[config.mk]
export PLATFORM = sky130hd
export DESIGN_NAME = mem_rom_arbiter
export DESIGN_NICKNAME = d
export VERILOG_FILES = /design/src/rtl/mem_rom_arbiter.sv
export SDC_FILE = /design/constraint.sdc
export NUM_CORES = 1
export LEC_CHECK = 0
export BUFFER_PORTS_ARGS = -buffer_cell sky130_fd_sc_hd__buf_2
export CORE_MARGIN = 2
export CORE_UTILIZATION = 30
export DETAILED_ROUTE_END_ITERATION = 7
export SETUP_SLACK_MARGIN = 0.02
export SYNTH_ARGS = -nofsm -noshare
export SYNTH_HDL_FRONTEND = slang
export SYNTH_SLANG_ARGS = --single-unit
[constraint.sdc]
create_clock -name clk -period 4.45 [get_ports clk]
set_input_delay 0.445 -clock clk [delete_from_list [all_inputs] [get_ports clk]]
set_output_delay 0.445 -clock clk [all_outputs]
set_load 0.01 [all_outputs]
[src/rtl/mem_rom_arbiter.sv]
// Two-port (fetch/load) arbiter in front of a combinational program ROM, 1-cycle response latency.
// Default build: fixed priority plus load starvation counter; define ROM_ARB_RR_EN for round-robin.
module mem_rom_arbiter #(
  parameter int          ROM_WORDS  = 512,
  parameter int          STARVE_MAX = 3,
  parameter logic [31:0] NOP_WORD   = 32'h00000013
) (
  input  logic        clk,
  input  logic        reset,
  input  logic        if_req,
  input  logic [31:0] if_addr,
  output logic        if_gnt,
  input  logic        if_flush,
  output logic        if_rvalid,
  output logic [31:0] if_rdata,
  output logic        if_err,
  input  logic        ld_req,
  input  logic [31:0] ld_addr,
  output logic        ld_gnt,
  output logic        ld_rvalid,
  output logic [31:0] ld_rdata,
  output logic        ld_err,
  output logic [31:0] rom_addr,
  input  logic [31:0] rom_data
);

  logic [31:0] rom_addr_q;
  logic [31:0] gnt_addr;
  logic        err_d;
  logic [31:0] data_d;

`ifdef ROM_ARB_RR_EN
  // Last-grant pointer: 1 = load was granted last.
  logic last_ld_q;

  assign if_gnt = !reset && if_req && (!ld_req || last_ld_q);
  assign ld_gnt = !reset && ld_req && !if_gnt;

  always_ff @(posedge clk) begin
    if (reset)       last_ld_q <= 1'b1;
    else if (if_gnt) last_ld_q <= 1'b0;
    else if (ld_gnt) last_ld_q <= 1'b1;
  end
`else
  localparam int CW = (STARVE_MAX < 1) ? 1 : $clog2(STARVE_MAX + 1);
  logic [CW-1:0] cnt_q, cnt_d;
  logic          ld_force;

  assign ld_force = (cnt_q == CW'(STARVE_MAX));
  assign if_gnt   = !reset && if_req && !(ld_req && ld_force);
  assign ld_gnt   = !reset && ld_req && !if_gnt;

  always_comb begin
    cnt_d = cnt_q;
    if (!ld_req || ld_gnt)          cnt_d = '0;
    else if (cnt_q != CW'(STARVE_MAX)) cnt_d = cnt_q + 1'b1;
  end

  always_ff @(posedge clk) begin
    if (reset) cnt_q <= '0;
    else       cnt_q <= cnt_d;
  end
`endif

  assign gnt_addr = if_gnt ? if_addr : ld_addr;

  always_comb begin
    rom_addr = rom_addr_q;
    if (reset)       rom_addr = '0;
    else if (if_gnt) rom_addr = if_addr;
    else if (ld_gnt) rom_addr = ld_addr;
  end

  assign err_d  = (gnt_addr[1:0] != 2'b00) || ({2'b00, gnt_addr[31:2]} >= 32'(ROM_WORDS));
  assign data_d = err_d ? NOP_WORD : rom_data;

  always_ff @(posedge clk) begin
    if (reset) rom_addr_q <= '0;
    else       rom_addr_q <= rom_addr;
  end

  // Fetch side: staged response is only exposed if no flush arrives in the
  // response cycle; the hold registers keep the last value actually shown.
  logic        if_stg_vld_q, if_stg_err_q, if_hold_err_q;
  logic [31:0] if_stg_data_q, if_hold_data_q;

  assign if_rvalid = !reset && if_stg_vld_q && !if_flush;
  assign if_rdata  = reset ? '0 : (if_rvalid ? if_stg_data_q : if_hold_data_q);
  assign if_err    = reset ? 1'b0 : (if_rvalid ? if_stg_err_q : if_hold_err_q);

  always_ff @(posedge clk) begin
    if (reset) begin
      if_stg_vld_q   <= 1'b0;
      if_stg_data_q  <= '0;
      if_stg_err_q   <= 1'b0;
      if_hold_data_q <= '0;
      if_hold_err_q  <= 1'b0;
    end else begin
      if_stg_vld_q   <= if_gnt && !if_flush;
      if_hold_data_q <= if_rdata;
      if_hold_err_q  <= if_err;
      if (if_gnt) begin
        if_stg_data_q <= data_d;
        if_stg_err_q  <= err_d;
      end
    end
  end

  logic        ld_rvalid_q, ld_err_q;
  logic [31:0] ld_rdata_q;

  assign ld_rvalid = !reset && ld_rvalid_q;
  assign ld_rdata  = reset ? '0 : ld_rdata_q;
  assign ld_err    = !reset && ld_err_q;

  always_ff @(posedge clk) begin
    if (reset) begin
      ld_rvalid_q <= 1'b0;
      ld_rdata_q  <= '0;
      ld_err_q    <= 1'b0;
    end else begin
      ld_rvalid_q <= ld_gnt;
      if (ld_gnt) begin
        ld_rdata_q <= data_d;
        ld_err_q   <= err_d;
      end
    end
  end

endmodule

==> metrics.csv, run 1 <==
metric;value;unit
status;completed;
Initial Util;30.7;%
P_sw;0.777;mW
Antenna Nets Post-Route;0;
hold-fix buffers at CTS;0;
total CTS buffers;17;
worst-margin pin slew;1180;ps
Post-Syn Area;6230;sq um
post-synthesis compound-gate area fraction;26.5;%
Worst EP required;4010;ps
end of the worst register-to-register path;if_stg_data_q[19]$_SDFFE_PP0P_;
CP startpoint;cnt_q[0]$_SDFFE_PP0P_;
Pint;2.15;mW
Hold Crit Depth;2;
initial antenna violation count;2;
Critical Path Source Type;flip-flop;
vias per inst;5.21;
Commonest cells post-synth;dfxtp_1 (135), nand2_1 (67), a21oi_1 (66);
HP Start;if_flush;
most area-hungry cell type in the Yosys netlist;dfxtp_1;
Cell Area, Placed;7380;sq um
layout cells sized above 1;29.3;%
clock buffer depth;2;
Placed Cells;1114;
Worst Path Arrival;2640;ps
max cap viols;0;
worst vdd ir;262;uV
Die H;148;um
fmax;0.324;GHz
post_cts resized;0;
RR Startpoint;cnt_q[0]$_SDFFE_PP0P_;
Nets;965;
Mapped Cells;706;
setup bufs post-CTS;0;
Worst setup EP type;output port;
fin crit period;3080;ps
PortBufs;202;
top fanout value on the critical path;49;
number of flops mapped to enable cells by yosys;0;
cell with the most instances after synthesis;dfxtp_1;
# fillers;2096;
Sequential Power Share;42.7;%
Final setup viols;0;
CTS clk-pin slew, worst paths;60;ps
sequential element share of the synthesized area;43.4;%
syn_nets;808;
vias;5972;
P&R area growth vs syn;27.8;%
Gate power share;10.0;%
Synth Area in Adders;0.201;%
global route overflow;0;
1st-iter DRT viols;404;
design area;7960;sq um
Most used DFF post-synth;dfxtp_1;
Max-Slew Margin vs Limit;21.2;%
Core Box Area;20300;sq um
# clock sinks;135;
Worst-Skew Late Latency;420;ps
Die W;148;um
vias in the first global route;5686;
First-pass DRT Iterations;5;
Setup TNS;0;ps
post-synthesis mux area share;5.14;%
Synth top area share;43.4;%
Pleak;3.47;nW
first-pass GRT wire length;32000;um
CTS tree;done;
Synth Area in Simple Gates;19.0;%
Yosys reg bits;135;
Hold Crit Endpoint;if_stg_vld_q$_SDFF_PP0_;
die area;21900;sq um
HPWL after DPL;14100;um
global-route usage over all layers;18.8;%
post-synthesis xor/xnor area fraction;0;%
largest family of logic cells by synthesized area;compound AO/OA/AOI/OAI gates;
final wirelength;20800;um
non-filler cells, final;1147;
R2R cell count;6;
clock group share of total power;47.3;%
Slew Viols, Final;0;
Hold Path Class;primary input to flip-flop;
critical path class;flip-flop to output port;
asr flop ratio synth;0;%
period utilization;69.3;%
row count;52;
Unique masters post-synth;32;
Post-route DRC;0;
clock root buffer;clkbuf_16;
PD cells;367;nW/um^2
Max H-tree Level;4;
largest net degree at the start of global routing;89;
I/O Pins;203;
Sw Ratio;26.6;%
Syn Area/Cell;8.82;sq um
warnings from Yosys;0;
GPL Wtd Cong;0.833;
setup skew after layout;8.69;ps
Worst R2R Setup Slack;1970;ps
final hold slack;223;ps
most area-consuming cells after synthesis;dfxtp_1 (43%), a211oi_1 (7.7%), a21oi_1 (5.3%);
Routed WL per cell;18.1;um
final-report hold violation count;0;
unrepaired setup endpoints after global routing;no;
==> cell type report <==
type / count / area (sq um) / share of cell area (%)
diodes: 1 / 2.50 / 0.0314
clock buffers: 18 / 439 / 5.52
clock inverters: 14 / 136 / 1.71
inverters: 5 / 18.8 / 0.236
multi-input cells: 485 / 3180 / 39.9
flip-flops and latches: 135 / 2700 / 34.0
well taps: 270 / 338 / 4.24
repair buffers: 219 / 1140 / 14.4
==> sequential cells by signal, summed over array words and instances, names as in the netlist <==
name,count
cnt_q,2
if_hold_data_q,32
if_hold_err_q,1
if_stg_data_q,32
if_stg_err_q,1
if_stg_vld_q,1
ld_err_q,1
ld_rdata_q,32
ld_rvalid_q,1
rom_addr_q,32
==> layout by cell type, fill, tap and decap left out, types with 2 or more instances in the layout <==
| master | n |
|---|---|
| buf_2 | 201 |
| dfxtp_1 | 135 |
| nand2_1 | 67 |
| a21oi_1 | 66 |
| a211oi_1 | 64 |
| nor2b_1 | 35 |
| nor3_1 | 33 |
| mux2i_1 | 32 |
| a21boi_0 | 29 |
| a41o_1 | 29 |
| nand3_1 | 29 |
| nand3b_1 | 29 |
| o31ai_1 | 29 |
| clkbuf_16 | 17 |
| buf_4 | 17 |
| nor4_1 | 10 |
| inv_6 | 7 |
| inv_1 | 5 |
| and2_1 | 4 |
| o32a_1 | 4 |
| nand2b_1 | 3 |
| nand4_1 | 3 |
| o22ai_1 | 3 |
| o41a_1 | 3 |
| clkinvlp_4 | 3 |
| nor2b_2 | 2 |
| nor2_1 | 2 |
| clkinv_4 | 2 |
==> routing by layer <==
layer / global-route usage [%] / vias to the layer above / share of wire, %
li1: - / 2959 / -
met5: 0 / - / 0.063
met2: 28.0 / 150 / 45
met3: 4.26 / 34 / 4.6
met4: 7.43 / 2 / 2.4
met1: 26.3 / 2827 / 48
==> critical path, cell delays in order (launching register included) <==
cell and delay [ps]:
dfxtp_1 310, ha_1 260, and2_1 190, or2_2 650, buf_4 360, a211oi_1 230, buf_2 190
==> power groups by stage <==
stage / sequential (mW) / clock (mW) / combinational [mW]
floorplan: 1.27 / 0 / 0.166
global placement: 1.27 / 0 / 0.292
detailed placement: 1.27 / 0 / 0.292
CTS: 1.25 / 1.41 / 0.293
global route: 1.25 / 1.46 / 0.319
finish: 1.25 / 1.38 / 0.292
==> worst max path at each step <==
stage                   endpoint  slack [ps]
finish              rom_addr[19]        1370
global route        rom_addr[15]        1210
CTS                 rom_addr[15]        1300
detailed placement  rom_addr[15]        1700
global placement    rom_addr[12]        1710
floorplan            rom_addr[0]        2180
==> metrics by stage <==
stage                     setup WS (ps)  total power [mW]  utilization (%)
after CTS                          1300              2.95             39.2
after global placement             1710              1.57             36.4
final                              1370              2.92             39.2
after detailed placement           1700              1.57             36.4
after global routing               1210              3.03             39.2
after floorplan                    2180              1.44                -
==> cells by family after synthesis <==
group / count (synthesis)
AO/OA/AOI/OAI: 229
adder cells (fa/ha/maj): 1
buffers and inverters: 86
flip-flops: 135
multiplexers: 32
AND/OR/NAND/NOR: 223
(Power assumes the default switching activity.)
==> run 2: changes to the inputs <==
- ABC_AREA: default -> 1
- clock period: 4.45 -> 2.7 ns (I/O delays scaled with it)
==> run 2 against run 1 <==
Die area shrank 4.0%. Synthesized cell count grew 21%. Critical path depth grew 1. Clock-buffer cell count grew 5. Global-route usage shrank 1.3 points. Clock skew shrank 2.7 ps. Area after synthesis shrank 4.1%.
==> metrics.csv, run 2 <==
metric;value;unit
Die H;145;um
critical path class;flip-flop to output port;
setup ws final;206;ps
Max H-tree Level;4;
# fillers;2150;
period utilization;92.4;%
layout cells sized above 1;25.4;%
most frequent cells in the layout;buf_2 (202), nand2_1 (170), nor2_1 (161);
Placed Cells;1282;
Antenna Nets Post-Route;0;
FF/Latch Area;2700;sq um
top fanout value on the critical path;33;
non-filler cells, final;1317;
status;completed;
number of flops mapped to enable cells by yosys;0;
Final setup viols;0;
Util after Layout;39.9;%
Initial Util;30.6;%
CTS clk-pin slew, worst paths;60;ps
Worst-Skew Late Latency;410;ps
largest net degree at the start of global routing;67;
Yosys reg bits;135;
Slew Viols, Final;0;
max cap viols;0;
initial antenna violation count;1;
clock buffer depth;2;
Worst Path Arrival;2220;ps
die area;21100;sq um
Routed WL per cell;14.0;um
Syn Area/Cell;6.97;sq um
PortBufs;202;
asr flop ratio synth;0;%
CTS tree;done;
unrepaired setup endpoints after global routing;yes;
Cell Area, Placed;7180;sq um
setup skew after layout;6.02;ps
Setup TNS;0;ps
P&R area growth vs syn;30.4;%
pre-CTS WS;193;ps
vias in the first global route;5640;
clock root buffer;clkbuf_16;
vias;5959;
first-pass GRT wire length;29700;um
Die W;145;um
Max-Slew Margin vs Limit;55.1;%
Commonest cells post-synth;nand2_1 (170), nor2_1 (163), dfxtp_1 (135);
total CTS buffers;17;
critical-path cell list;ha_1 > nand2_4 > clkinv_1 > nor2_4 > nor2_4 > buf_4 > buf_2;
fin crit period;2490;ps
Worst EP required;2430;ps
Unique masters post-synth;32;
final wirelength;18400;um
most used cell, CP;nor2_4;
Post-route DRC;0;
Crit path largest cell delay;460;ps
final-report hold violation count;0;
most area-consuming cells after synthesis;dfxtp_1 (45%), nand2_1 (11%), nor2_1 (10%);
Critical Path Source Type;flip-flop;
# clock sinks;135;
vias per inst;4.52;
worst vdd ir;407;uV
Worst setup EP type;output port;
most common cell after layout, fill and taps aside;buf_2;
Most used DFF post-synth;dfxtp_1;
sequential element share of the synthesized area;45.2;%
warnings from Yosys;0;
final hold slack;49.9;ps
worst-margin pin slew;673;ps
Hold Path Class;primary input to flip-flop;
Pleak;4.12;nW
Post-Syn Area;5970;sq um
design area;7790;sq um
fmax;0.401;GHz
Nets;1141;
HPWL after DPL;12400;um
global route overflow;0;
global-route usage over all layers;17.4;%
First-pass DRT Iterations;4;
GPL Wtd Cong;0.832;
most area-hungry cell type in the Yosys netlist;dfxtp_1;
total power;4.85;mW
area of the multi-input gates;2700;sq um
Core Box Area;19500;sq um
Synth top area share;45.2;%
1st-iter DRT viols;272;
PD cells;623;nW/um^2
Mapped Cells;857;
row count;51;
critical-path cell with the highest stage delay;buf_4;
I/O Pins;203;
syn_nets;959;
hold-fix buffers at CTS;0;
cell with the most instances after synthesis;nand2_1;
run 2: cell count changes after synthesis, sizes merged, moves of 31 or more:
cell    previous run  this run
a211oi            64         0
a21oi             66        31
inv                5        80
mux2i             32         1
nand2             67       171
nand3             29       102
nor2               3       167
nor2b             37         0
nor3              33         1
o21ai              0        67
run 2: worst paths after layout:
check / from / end / slack [ps] / cells after the start
worst min register to register: cnt_q[0]$_SDFFE_PP0P_ / cnt_q[0]$_SDFFE_PP0P_ / 430 / 1
worst min-delay path: if_flush / if_stg_vld_q$_SDFF_PP0_ / 50 / 2
worst max register to register: cnt_q[0]$_SDFFE_PP0P_ / ld_rdata_q[1]$_SDFFE_PP0P_ / 400 / 14
worst max-delay path: cnt_q[0]$_SDFFE_PP0P_ / ld_gnt / 210 / 7
run 2: layer usage:
layer | track usage (%) | vias to the layer above | share of wire (%)
met5 | 0 | - | 0
met3 | 4.50 | 20 | 5.5
li1 | - | 3107 | -
met2 | 27.8 | 144 | 45
met4 | 5.69 | 0 | 1.7
met1 | 23.1 | 2688 | 48
run 2: kinds of logic after synthesis:
logic type	share of synthesized area, %
buffers and inverters	10.1
AO/OA/AOI/OAI	12.2
flip-flops	45.2
AND/OR/NAND/NOR	32.1
multiplexers	0.168
adder cells (fa/ha/maj)	0.209
run 2: worst max-delay path, delay by kind of cell, from the launching register on:
kind	cells	cell delay, ps
buffers and inverters	3	780
flip-flops	1	330
adder cells (fa/ha/maj)	1	250
AND/OR/NAND/NOR	3	420
run 2: area by class of cell:
type | instances | area share, %
Clock buffer | 23 | 5.88
Timing Repair Buffer | 219 | 15.1
Tap cell | 265 | 4.26
Sequential cell | 135 | 34.7
Clock inverter | 8 | 1.27
Inverter | 84 | 4.13
Antenna cell | 1 | 0.0321
Multi-Input combinational cell | 582 | 34.7
run 2: report_power, final:
group,internal (mW),total [mW],switching [mW]
Sequential,2.06,2.08,0.0160
Clock,1.38,2.25,0.869
Combinational,0.195,0.531,0.336
Total,3.63,4.85,1.22
run 2: repair_timing:
item / in CTS / in global routing
gates resized for setup: 3 / 4
endpoints found under the setup margin: 3 / 14
setup buffers: 0 / 2
hold endpoints to repair: 0 / 0
gates cloned: 0 / 1
pin swaps: 0 / 2
